<file path="src/rtl/dmem_arbiter_if.sv">
// Bundle of the LS port, SD burst port and dmem-side signals around dmem_arbiter.
// The arbiter takes the slave view; the requesters and dmem take the master view.
interface dmem_arbiter_if #(
  parameter int ADDR_W = 16,
  parameter int DATA_W = 8
);
  // load/store port from the Memory stage
  logic              ls_req;
  logic [ADDR_W-1:0] ls_addr;
  logic [DATA_W-1:0] ls_data;
  logic              ls_R_nW;
  logic              ls_stall;

  // SDRAM controller burst port
  logic              sd_request;
  logic              sd_granted;
  logic              sd_valid;
  logic [ADDR_W-1:0] sd_addr;
  logic [DATA_W-1:0] sd_data;
  logic              sd_R_nW;
  logic              sd_done;

  // dmem side and status
  logic [ADDR_W-1:0] dm_addr;
  logic [DATA_W-1:0] dm_data;
  logic              dm_R_nW;
  logic              d_sb;
  logic              busy;

  modport slave (
    input  ls_req, ls_addr, ls_data, ls_R_nW,
    input  sd_request, sd_valid, sd_addr, sd_data, sd_R_nW, sd_done,
    output ls_stall, sd_granted, dm_addr, dm_data, dm_R_nW, d_sb, busy
  );

  modport master (
    output ls_req, ls_addr, ls_data, ls_R_nW,
    output sd_request, sd_valid, sd_addr, sd_data, sd_R_nW, sd_done,
    input  ls_stall, sd_granted, dm_addr, dm_data, dm_R_nW, d_sb, busy
  );
endinterface

</file>
<file path="src/rtl/dmem_arbiter.sv">
// Ownership FSM sharing single-port dmem between the LS port and SDRAM bursts.
// Define DMEM_ARB_FAIR_EN to add a one-cycle LS yield every MAX_BURST SD beats.
module dmem_arbiter #(
  parameter int ADDR_W    = 16,
  parameter int DATA_W    = 8,
  parameter int MAX_BURST = 16
) (
  input  logic           ref_clk,
  input  logic           rst,
  dmem_arbiter_if.slave  bus
);

  if (MAX_BURST < 1) begin : g_bad_max_burst
    $error("dmem_arbiter: MAX_BURST must be >= 1");
  end

`ifdef DMEM_ARB_FAIR_EN
  typedef enum logic [1:0] {IDLE = 2'd0, GRANT = 2'd1, YIELD = 2'd2} state_t;
`else
  typedef enum logic [0:0] {IDLE = 1'b0, GRANT = 1'b1} state_t;
`endif

  state_t state, state_nxt;
  logic   granted_q, d_sb_q;

`ifdef DMEM_ARB_FAIR_EN
  localparam int CNT_W = $clog2(MAX_BURST + 1);
  localparam logic [CNT_W-1:0] MAX_CNT = CNT_W'(MAX_BURST);

  logic [CNT_W-1:0] cnt, cnt_inc;

  // Count includes the beat presented this cycle, so the yield follows beat MAX_BURST.
  always_comb begin
    cnt_inc = cnt;
    if (bus.sd_valid && cnt != MAX_CNT) cnt_inc = cnt + 1'b1;
  end

  always_ff @(posedge ref_clk) begin
    if (rst)                cnt <= '0;
    else if (state == GRANT) cnt <= cnt_inc;
    else                    cnt <= '0;
  end
`endif

  always_ff @(posedge ref_clk) begin
    if (rst) begin
      state     <= IDLE;
      granted_q <= 1'b0;
      d_sb_q    <= 1'b1;
    end else begin
      state     <= state_nxt;
      granted_q <= (state_nxt == GRANT);
      d_sb_q    <= (state_nxt != GRANT);
    end
  end

  always_comb begin
    state_nxt = state;
    case (state)
      IDLE:  if (bus.sd_request) state_nxt = GRANT;
      GRANT: begin
        if ((bus.sd_valid && bus.sd_done) || !bus.sd_request) state_nxt = IDLE;
`ifdef DMEM_ARB_FAIR_EN
        else if (bus.ls_req && cnt_inc == MAX_CNT) state_nxt = YIELD;
`endif
      end
`ifdef DMEM_ARB_FAIR_EN
      YIELD: state_nxt = bus.sd_request ? GRANT : IDLE;
`endif
      default: state_nxt = IDLE;
    endcase
  end

  // dmem mux follows the registered owner; an unqualified owner never writes.
  logic [ADDR_W-1:0] addr_mux;
  logic [DATA_W-1:0] data_mux;
  logic              rnw_mux;

  always_comb begin
    addr_mux = bus.ls_addr;
    data_mux = bus.ls_data;
    rnw_mux  = 1'b1;
    if (d_sb_q) begin
      if (bus.ls_req) rnw_mux = bus.ls_R_nW;
    end else begin
      addr_mux = bus.sd_addr;
      data_mux = bus.sd_data;
      if (bus.sd_valid) rnw_mux = bus.sd_R_nW;
    end
  end

  assign bus.dm_addr    = addr_mux;
  assign bus.dm_data    = data_mux;
  assign bus.dm_R_nW    = rnw_mux;
  assign bus.d_sb       = d_sb_q;
  assign bus.sd_granted = granted_q;
  assign bus.ls_stall   = granted_q & bus.ls_req;
  assign bus.busy       = (state != IDLE);

endmodule

</file>
<file path="src/flat_wrapper.sv">
// flat-port wrapper written by rule: the top's interface ports become plain ports
module dmem_arbiter_flat 
#(
  parameter int ADDR_W    = 16,
  parameter int DATA_W    = 8,
  parameter int MAX_BURST = 16
)
  (ref_clk, rst, bus_ls_req, bus_ls_addr, bus_ls_data, bus_ls_R_nW, bus_sd_request, bus_sd_valid, bus_sd_addr, bus_sd_data, bus_sd_R_nW, bus_sd_done, bus_ls_stall, bus_sd_granted, bus_dm_addr, bus_dm_data, bus_dm_R_nW, bus_d_sb, bus_busy);
  dmem_arbiter_if #(.ADDR_W(ADDR_W), .DATA_W(DATA_W)) bus_i ();
  input  logic ref_clk;
  input  logic rst;
  input wire logic [$bits(bus_i.ls_req)-1:0] bus_ls_req;
  input wire logic [$bits(bus_i.ls_addr)-1:0] bus_ls_addr;
  input wire logic [$bits(bus_i.ls_data)-1:0] bus_ls_data;
  input wire logic [$bits(bus_i.ls_R_nW)-1:0] bus_ls_R_nW;
  input wire logic [$bits(bus_i.sd_request)-1:0] bus_sd_request;
  input wire logic [$bits(bus_i.sd_valid)-1:0] bus_sd_valid;
  input wire logic [$bits(bus_i.sd_addr)-1:0] bus_sd_addr;
  input wire logic [$bits(bus_i.sd_data)-1:0] bus_sd_data;
  input wire logic [$bits(bus_i.sd_R_nW)-1:0] bus_sd_R_nW;
  input wire logic [$bits(bus_i.sd_done)-1:0] bus_sd_done;
  output wire logic [$bits(bus_i.ls_stall)-1:0] bus_ls_stall;
  output wire logic [$bits(bus_i.sd_granted)-1:0] bus_sd_granted;
  output wire logic [$bits(bus_i.dm_addr)-1:0] bus_dm_addr;
  output wire logic [$bits(bus_i.dm_data)-1:0] bus_dm_data;
  output wire logic [$bits(bus_i.dm_R_nW)-1:0] bus_dm_R_nW;
  output wire logic [$bits(bus_i.d_sb)-1:0] bus_d_sb;
  output wire logic [$bits(bus_i.busy)-1:0] bus_busy;
  assign bus_i.ls_req = bus_ls_req;
  assign bus_i.ls_addr = bus_ls_addr;
  assign bus_i.ls_data = bus_ls_data;
  assign bus_i.ls_R_nW = bus_ls_R_nW;
  assign bus_i.sd_request = bus_sd_request;
  assign bus_i.sd_valid = bus_sd_valid;
  assign bus_i.sd_addr = bus_sd_addr;
  assign bus_i.sd_data = bus_sd_data;
  assign bus_i.sd_R_nW = bus_sd_R_nW;
  assign bus_i.sd_done = bus_sd_done;
  assign bus_ls_stall = bus_i.ls_stall;
  assign bus_sd_granted = bus_i.sd_granted;
  assign bus_dm_addr = bus_i.dm_addr;
  assign bus_dm_data = bus_i.dm_data;
  assign bus_dm_R_nW = bus_i.dm_R_nW;
  assign bus_d_sb = bus_i.d_sb;
  assign bus_busy = bus_i.busy;
  dmem_arbiter #(.ADDR_W(ADDR_W), .DATA_W(DATA_W), .MAX_BURST(MAX_BURST)) u_core (.ref_clk(ref_clk), .rst(rst), .bus(bus_i));
endmodule
</file>
<file path="config.mk">
export PLATFORM = sky130hd
export DESIGN_NAME = dmem_arbiter_flat
export DESIGN_NICKNAME = d
export VERILOG_FILES = /design/src/rtl/dmem_arbiter_if.sv /design/src/rtl/dmem_arbiter.sv /design/src/flat_wrapper.sv
export SDC_FILE = /design/constraint.sdc
export NUM_CORES = 1
export LEC_CHECK = 0
export CORE_ASPECT_RATIO = 0.9
export CORE_MARGIN = 2
export CORE_UTILIZATION = 16
export CTS_CLUSTER_SIZE = 16
export DETAILED_ROUTE_END_ITERATION = 7
export PLACE_DENSITY = 0.8
export SLEW_MARGIN = 20
export SYNTH_ARGS = -nofsm -noshare
export SYNTH_HDL_FRONTEND = slang
export SYNTH_SLANG_ARGS = --single-unit
</file>
<file path="constraint.sdc">
create_clock -name ref_clk -period 1.2 [get_ports ref_clk]
set_input_delay 0.36 -clock ref_clk [delete_from_list [all_inputs] [get_ports ref_clk]]
set_output_delay 0.36 -clock ref_clk [all_outputs]
set_load 0.005 [all_outputs]
</file>
==> impl_metrics.tcl, run 1 <==
set metrics [dict create \
    cts-root-buf "clkbuf_4" \
    ys_seq_elements 2 \
    cp-start-kind "flip-flop" \
    yosysTopAreaCellShare_pct 68.14 \
    pin_count 85 \
    track_usage_pct 15.64 \
    required_ps 840 \
    synth_cell_type_count 11 \
    synth_nets 93 \
    cts.path.max_buffers 2 \
    gp_congestion 0.7033 \
    routed_wl_um 2224 \
    cpLargestDelayFamily "buffers and inverters" \
    slew_viol_final 0 \
    slowest_delay_ps 350 \
    antenna_found_initial 0 \
    ys_top_cells_by_area "mux2_2 68%, dfxtp_1 10%, buf_6 8.5%, o32a_1 2.5%, and3b_1 2.2%" \
    grt_pass1_wl_um 3429 \
    routedWlPerCell_um 13.99 \
    antennaDiodeCount 0 \
    drive_above_1_share_pct 51.15 \
    synth_cells 37 \
    clkSlewWorstSetupHoldPaths_ps 30 \
    grt-ovfl-total 0 \
    slowest_stage "dfxtp_4" \
    port_buffers 84 \
    drtIter0Drc 4 \
    cp.arrival_ps 1360 \
    cts.sinks 2 \
    hold_buffers 0 \
    syn_avg_cell_area_um2 10.72 \
    slew_headroom_pct 94.52 \
    first_pass_iters 4 \
    max_clock_freq_mhz 581.1 \
    grt_max_degree 9 \
    ir_worst_vdd_mv 0.5422 \
    yosys_warnings 0 \
    chipWidth_um 56.48 \
    worst_slack_ps -521.0 \
    path_max_fanout 7 \
    status "finished with violations" \
    insertion_delay_ps 220 \
    power_density_nw_per_um2 501.5 \
    ant_nets 0 \
    detail_route.drc_violations 0 \
    area_growth_pct 280.4 \
    route.met2.wl_um 1267 \
    via_count 657 \
    clock-skew-final_ps 0.008521 \
    first_global_vias 738 \
    period_needed_ps 1721 \
    r2r_setup_slack_ps 510 \
    violations "setup timing" \
    layout_commonest_cell "clkdlybuf4s50_1" \
    maxCapViolations 0 \
    top_layer_used "met4" \
    start_util_pct 16.50 \
    cts_tree "done" \
    place_area_um2 1340 \
    min_period_over_period_pct 143.4 \
    layout_common_cells "40 x clkdlybuf4s50_1, 30 x buf_6, 22 x mux2_4, 12 x dlygate4sd2_1, 4 x buf_2" \
    rows 17 \
    die_h_um 51.24 \
    hold-worst-slack_ps 515.6 \
    ys_seq_area_share_pct 10.09 \
    leakagePower_uw 0.0007690 \
    nFillCells 193 \
    setup_viol 26 \
    worst_pin_slew_ps 81.99 \
    htreeDepth 1 \
    path_buf_inv 4 \
    hold_class "flip-flop to flip-flop" \
    rsz0062_at_grt "yes" \
    end_kind "output port" \
    numCtsBuffers 3 \
    hold_viol_final 0 \
    final_net_count 189 \
    wl_met1_um 784 \
    via_per_inst 4.132 \
    dieArea_um2 2894 \
    core-area_um2 2404 \
    wl_met3_um 122 \
    cp_cell_sequence "buf_12 > buf_12 > buf_6 > mux2_4 > buf_6" \
    synth.cell_area_um2 396.6 \
    synth_top_area_cell "mux2_2" \
    dp_hpwl_um 1840 \
    path_class "flip-flop to output port" \
    design_area_um2 1509 \
]
## per-stage QoR
stage | util, % | total power, µW | worst slack, ps | setup TNS, ps | instances
2_1_floorplan | - | 232.5 | -65.45 | -1138 | 37
3_3_place_gp | 55.75 | 560.6 | -798.7 | -16830 | 147
3_5_place_dp | 55.75 | 567.3 | -810.0 | -17020 | 147
4_1_cts | 62.36 | 769.0 | -529.1 | -10630 | 159
5_1_grt | 62.78 | 804.0 | -553.6 | -10910 | 159
6_report | 62.78 | 756.7 | -521.0 | -10150 | 159
## repair_timing
item | CTS | global route
gates cloned | 2 | 0
setup buffers | 7 | 1
pin swaps | 0 | 1
resized for setup | 156 | 9
setup endpoints to repair | 29 | 28
## layout make-up
class                      count  area [µm²]  area share [%]
multi-input combinational     30       394.1           26.12
sequential                     2       45.04           2.985
clock buffer                   3       22.52           1.493
inverter                       1       3.754          0.2488
timing repair buffer          95        1008           66.83
tap                           28       35.03           2.322
## where the power goes
part           leakage (µW)  internal, µW  switching [µW]
clock network     0.0000138           110            32.1
logic              0.000738           408             132
registers         0.0000170          70.6            5.13
total              0.000769           588             169
## logic make-up (layout without fill, tap and decap cells)
family          after synthesis  count (layout)  synth area share [%]
compound gates                1               1                 2.524
buf+inv                       5              99                 11.36
flops                         2               2                 10.10
mux                          24              24                 68.14
simple gates                  5               5                 7.886
## state kept, by name (all words and copies together), names as in the netlist
| name | flops |
|---|---|
| u_core.bus.busy | 1 |
| u_core.bus.d_sb | 1 |
## tightest hold or removal path, delay by kind of cell, from the launching register on
kind / cells / cell delay [ps]
flip-flops: 1 / 310
AND/OR/NAND/NOR: 2 / 150
## worst paths after layout
path                                       from  cells after the start              end
worst max register to register  u_core.bus.busy                      2  u_core.bus.busy
worst min register to register  u_core.bus.busy                      2  u_core.bus.d_sb
worst min-delay path            u_core.bus.busy                      2  u_core.bus.d_sb
worst max-delay path            u_core.bus.d_sb                      5   bus_dm_data[4]
## synth_stat cells (all sizes together)
| master | n |
|---|---|
| nand3 | 1 |
| mux2 | 24 |
| and3b | 1 |
| o32a | 1 |
| inv | 1 |
| dfxtp | 2 |
| buf | 4 |
| nand3b | 1 |
| and2 | 1 |
| nand2 | 1 |
## layer usage
metal  vias to the layer above  GRT usage (%)
li1                        326              -
met1                       293          15.41
met2                        32          31.20
met3                         6          2.785
met4                         0          7.540
met5                         -              0
Power figures use the tool's default switching activity.
==> inputs of run 2 (changes only) <==
Settings changed: CORE_MARGIN 2 to 3, CORE_UTILIZATION 16 to 18, PLACE_DENSITY 0.8 to 0.84.
Clock period 1.2 ns to 1.9 ns, I/O delays scaled along.
==> impl_metrics.tcl, run 2 (synthesis gave the netlist of run 1 again) <==
set metrics [dict create \
    grt_max_degree 18 \
    rows 15 \
    cpLargestDelayFamily "buffers and inverters" \
    place_ws_ps -530.4 \
    setup-tns-final_ps 0 \
    min_path_cells 2 \
    grt_pass1_wl_um 3684 \
    clock-skew-final_ps 0.3876 \
    via_count 663 \
    worst_slack_ps 38.43 \
    period_needed_ps 1862 \
    required_ps 1330 \
    ir_worst_vdd_mv 0.3349 \
    slowest_stage "dfxtp_1" \
    path_max_fanout 6 \
    track_usage_pct 16.94 \
    worstSetupPathDepth 4 \
    chipWidth_um 55.48 \
    slew_headroom_pct 90.06 \
    via_per_inst 4.362 \
    numCtsBuffers 3 \
    htreeDepth 1 \
    hold_class "flip-flop to flip-flop" \
    insertion_delay_ps 220 \
    power_density_nw_per_um2 311.0 \
    min_period_over_period_pct 97.98 \
    drive_above_1_share_pct 46.46 \
    cp.arrival_ps 1290 \
    first_pass_iters 2 \
    antennaDiodeCount 0 \
    hold-worst-slack_ps 553.1 \
    maxCapViolations 0 \
    rr_worst_depth 2 \
    start_util_pct 19.75 \
    gp_congestion 0.7988 \
    cts.path.max_buffers 2 \
    cts_tree "done" \
    max_clock_freq_mhz 537.2 \
    path_buf_inv 3 \
    area_growth_pct 263.7 \
    first_global_vias 741 \
    cts.sinks 2 \
    cts-root-buf "clkbuf_4" \
    leakagePower_uw 0.0008850 \
    slew_viol_final 0 \
    routedWlPerCell_um 15.47 \
    setup_viol 0 \
    status "completed" \
    layout_commonest_cell "dlygate4sd2_1" \
    dieArea_um2 2803 \
    routed_wl_um 2351 \
    rsz0062_at_grt "no" \
    ant_nets 0 \
    nFillCells 171 \
    antenna_found_initial 0 \
    drtIter0Drc 2 \
    port_buffers 84 \
    cp-start-kind "flip-flop" \
    pin_count 85 \
    dp_hpwl_um 1757 \
    end_kind "output port" \
    die_h_um 50.53 \
    worst_pin_slew_ps 148.9 \
    detail_route.drc_violations 0 \
    slowest_delay_ps 370 \
    final_net_count 185 \
    path_class "flip-flop to output port" \
    finalPower_uw 448.7 \
    place_area_um2 1255 \
    cp_cell_sequence "buf_6 > buf_12 > mux2_4 > buf_6" \
    layout_common_cells "35 x dlygate4sd2_1, 25 x buf_6, 24 x mux2_4, 16 x dlymetal6s2s_1, 7 x clkdlybuf4s50_1" \
    core-area_um2 2008 \
    grt-ovfl-total 0 \
    clkSlewWorstSetupHoldPaths_ps 30 \
    hold_buffers 0 \
    hold_viol_final 0 \
    worst_path_most_repeated_cell "buf_6" \
    design_area_um2 1443 \
]
run 2: cell count changes in the layout (fill, tap and decap cells not counted), sizes merged:
cell,previous run,this run
buf,38,32
clkdlybuf4s15,2,1
dlygate4sd2,12,35
clkdlybuf4s50,40,7
dlymetal6s2s,3,16
run 2: final timing paths:
check,from,slack [ps],to
setup / recovery,u_core.bus.d_sb,40,bus_dm_data[4]
hold / removal,u_core.bus.busy,550,u_core.bus.d_sb
setup reg to reg,u_core.bus.busy,1150,u_core.bus.busy
hold reg to reg,u_core.bus.busy,550,u_core.bus.d_sb
run 2: power by group:
part           internal (µW)  switching [µW]
Sequential              44.8            2.59
Clock                   69.7            24.7
Combinational            225            81.6
run 2: repair_timing:
action                                  in CTS  in global routing
pin swaps                                    1                  0
gates resized for setup                    170                 32
cloned                                       0                  0
endpoints found under the setup margin      26                  9
setup buffers                                0                  5
run 2: area by class of cell:
class                      count  area [µm²]  share of cell area, %
multi-input combinational     30       401.6                  27.84
tap                           25       31.28                  2.168
inverter                       1       3.754                 0.2602
timing repair buffer          91       943.4                  65.39
sequential                     2       40.04                  2.775
clock buffer                   3       22.52                  1.561
run 2: routing by layer:
layer  up-vias  share of wire, %  track usage, %
li1        317                 -               -
met1       301                38           20.76
met2        45                53           29.53
met3         0               9.2           3.856
met4         0                 0           4.858
met5         -                 0               0
run 2: tightest hold or removal path: cells and delay by family (launching register included):
kind / cells / cell delay [ps]
and+or+nand+nor: 2 / 170
DFF: 1 / 320
run 2: through the flow:
step                      utilization, %  cells
after global placement             62.49    144
final                              71.84    152
after CTS                          63.36    147
after floorplan                        -     37
after global routing               71.84    152
after detailed placement           62.49    144
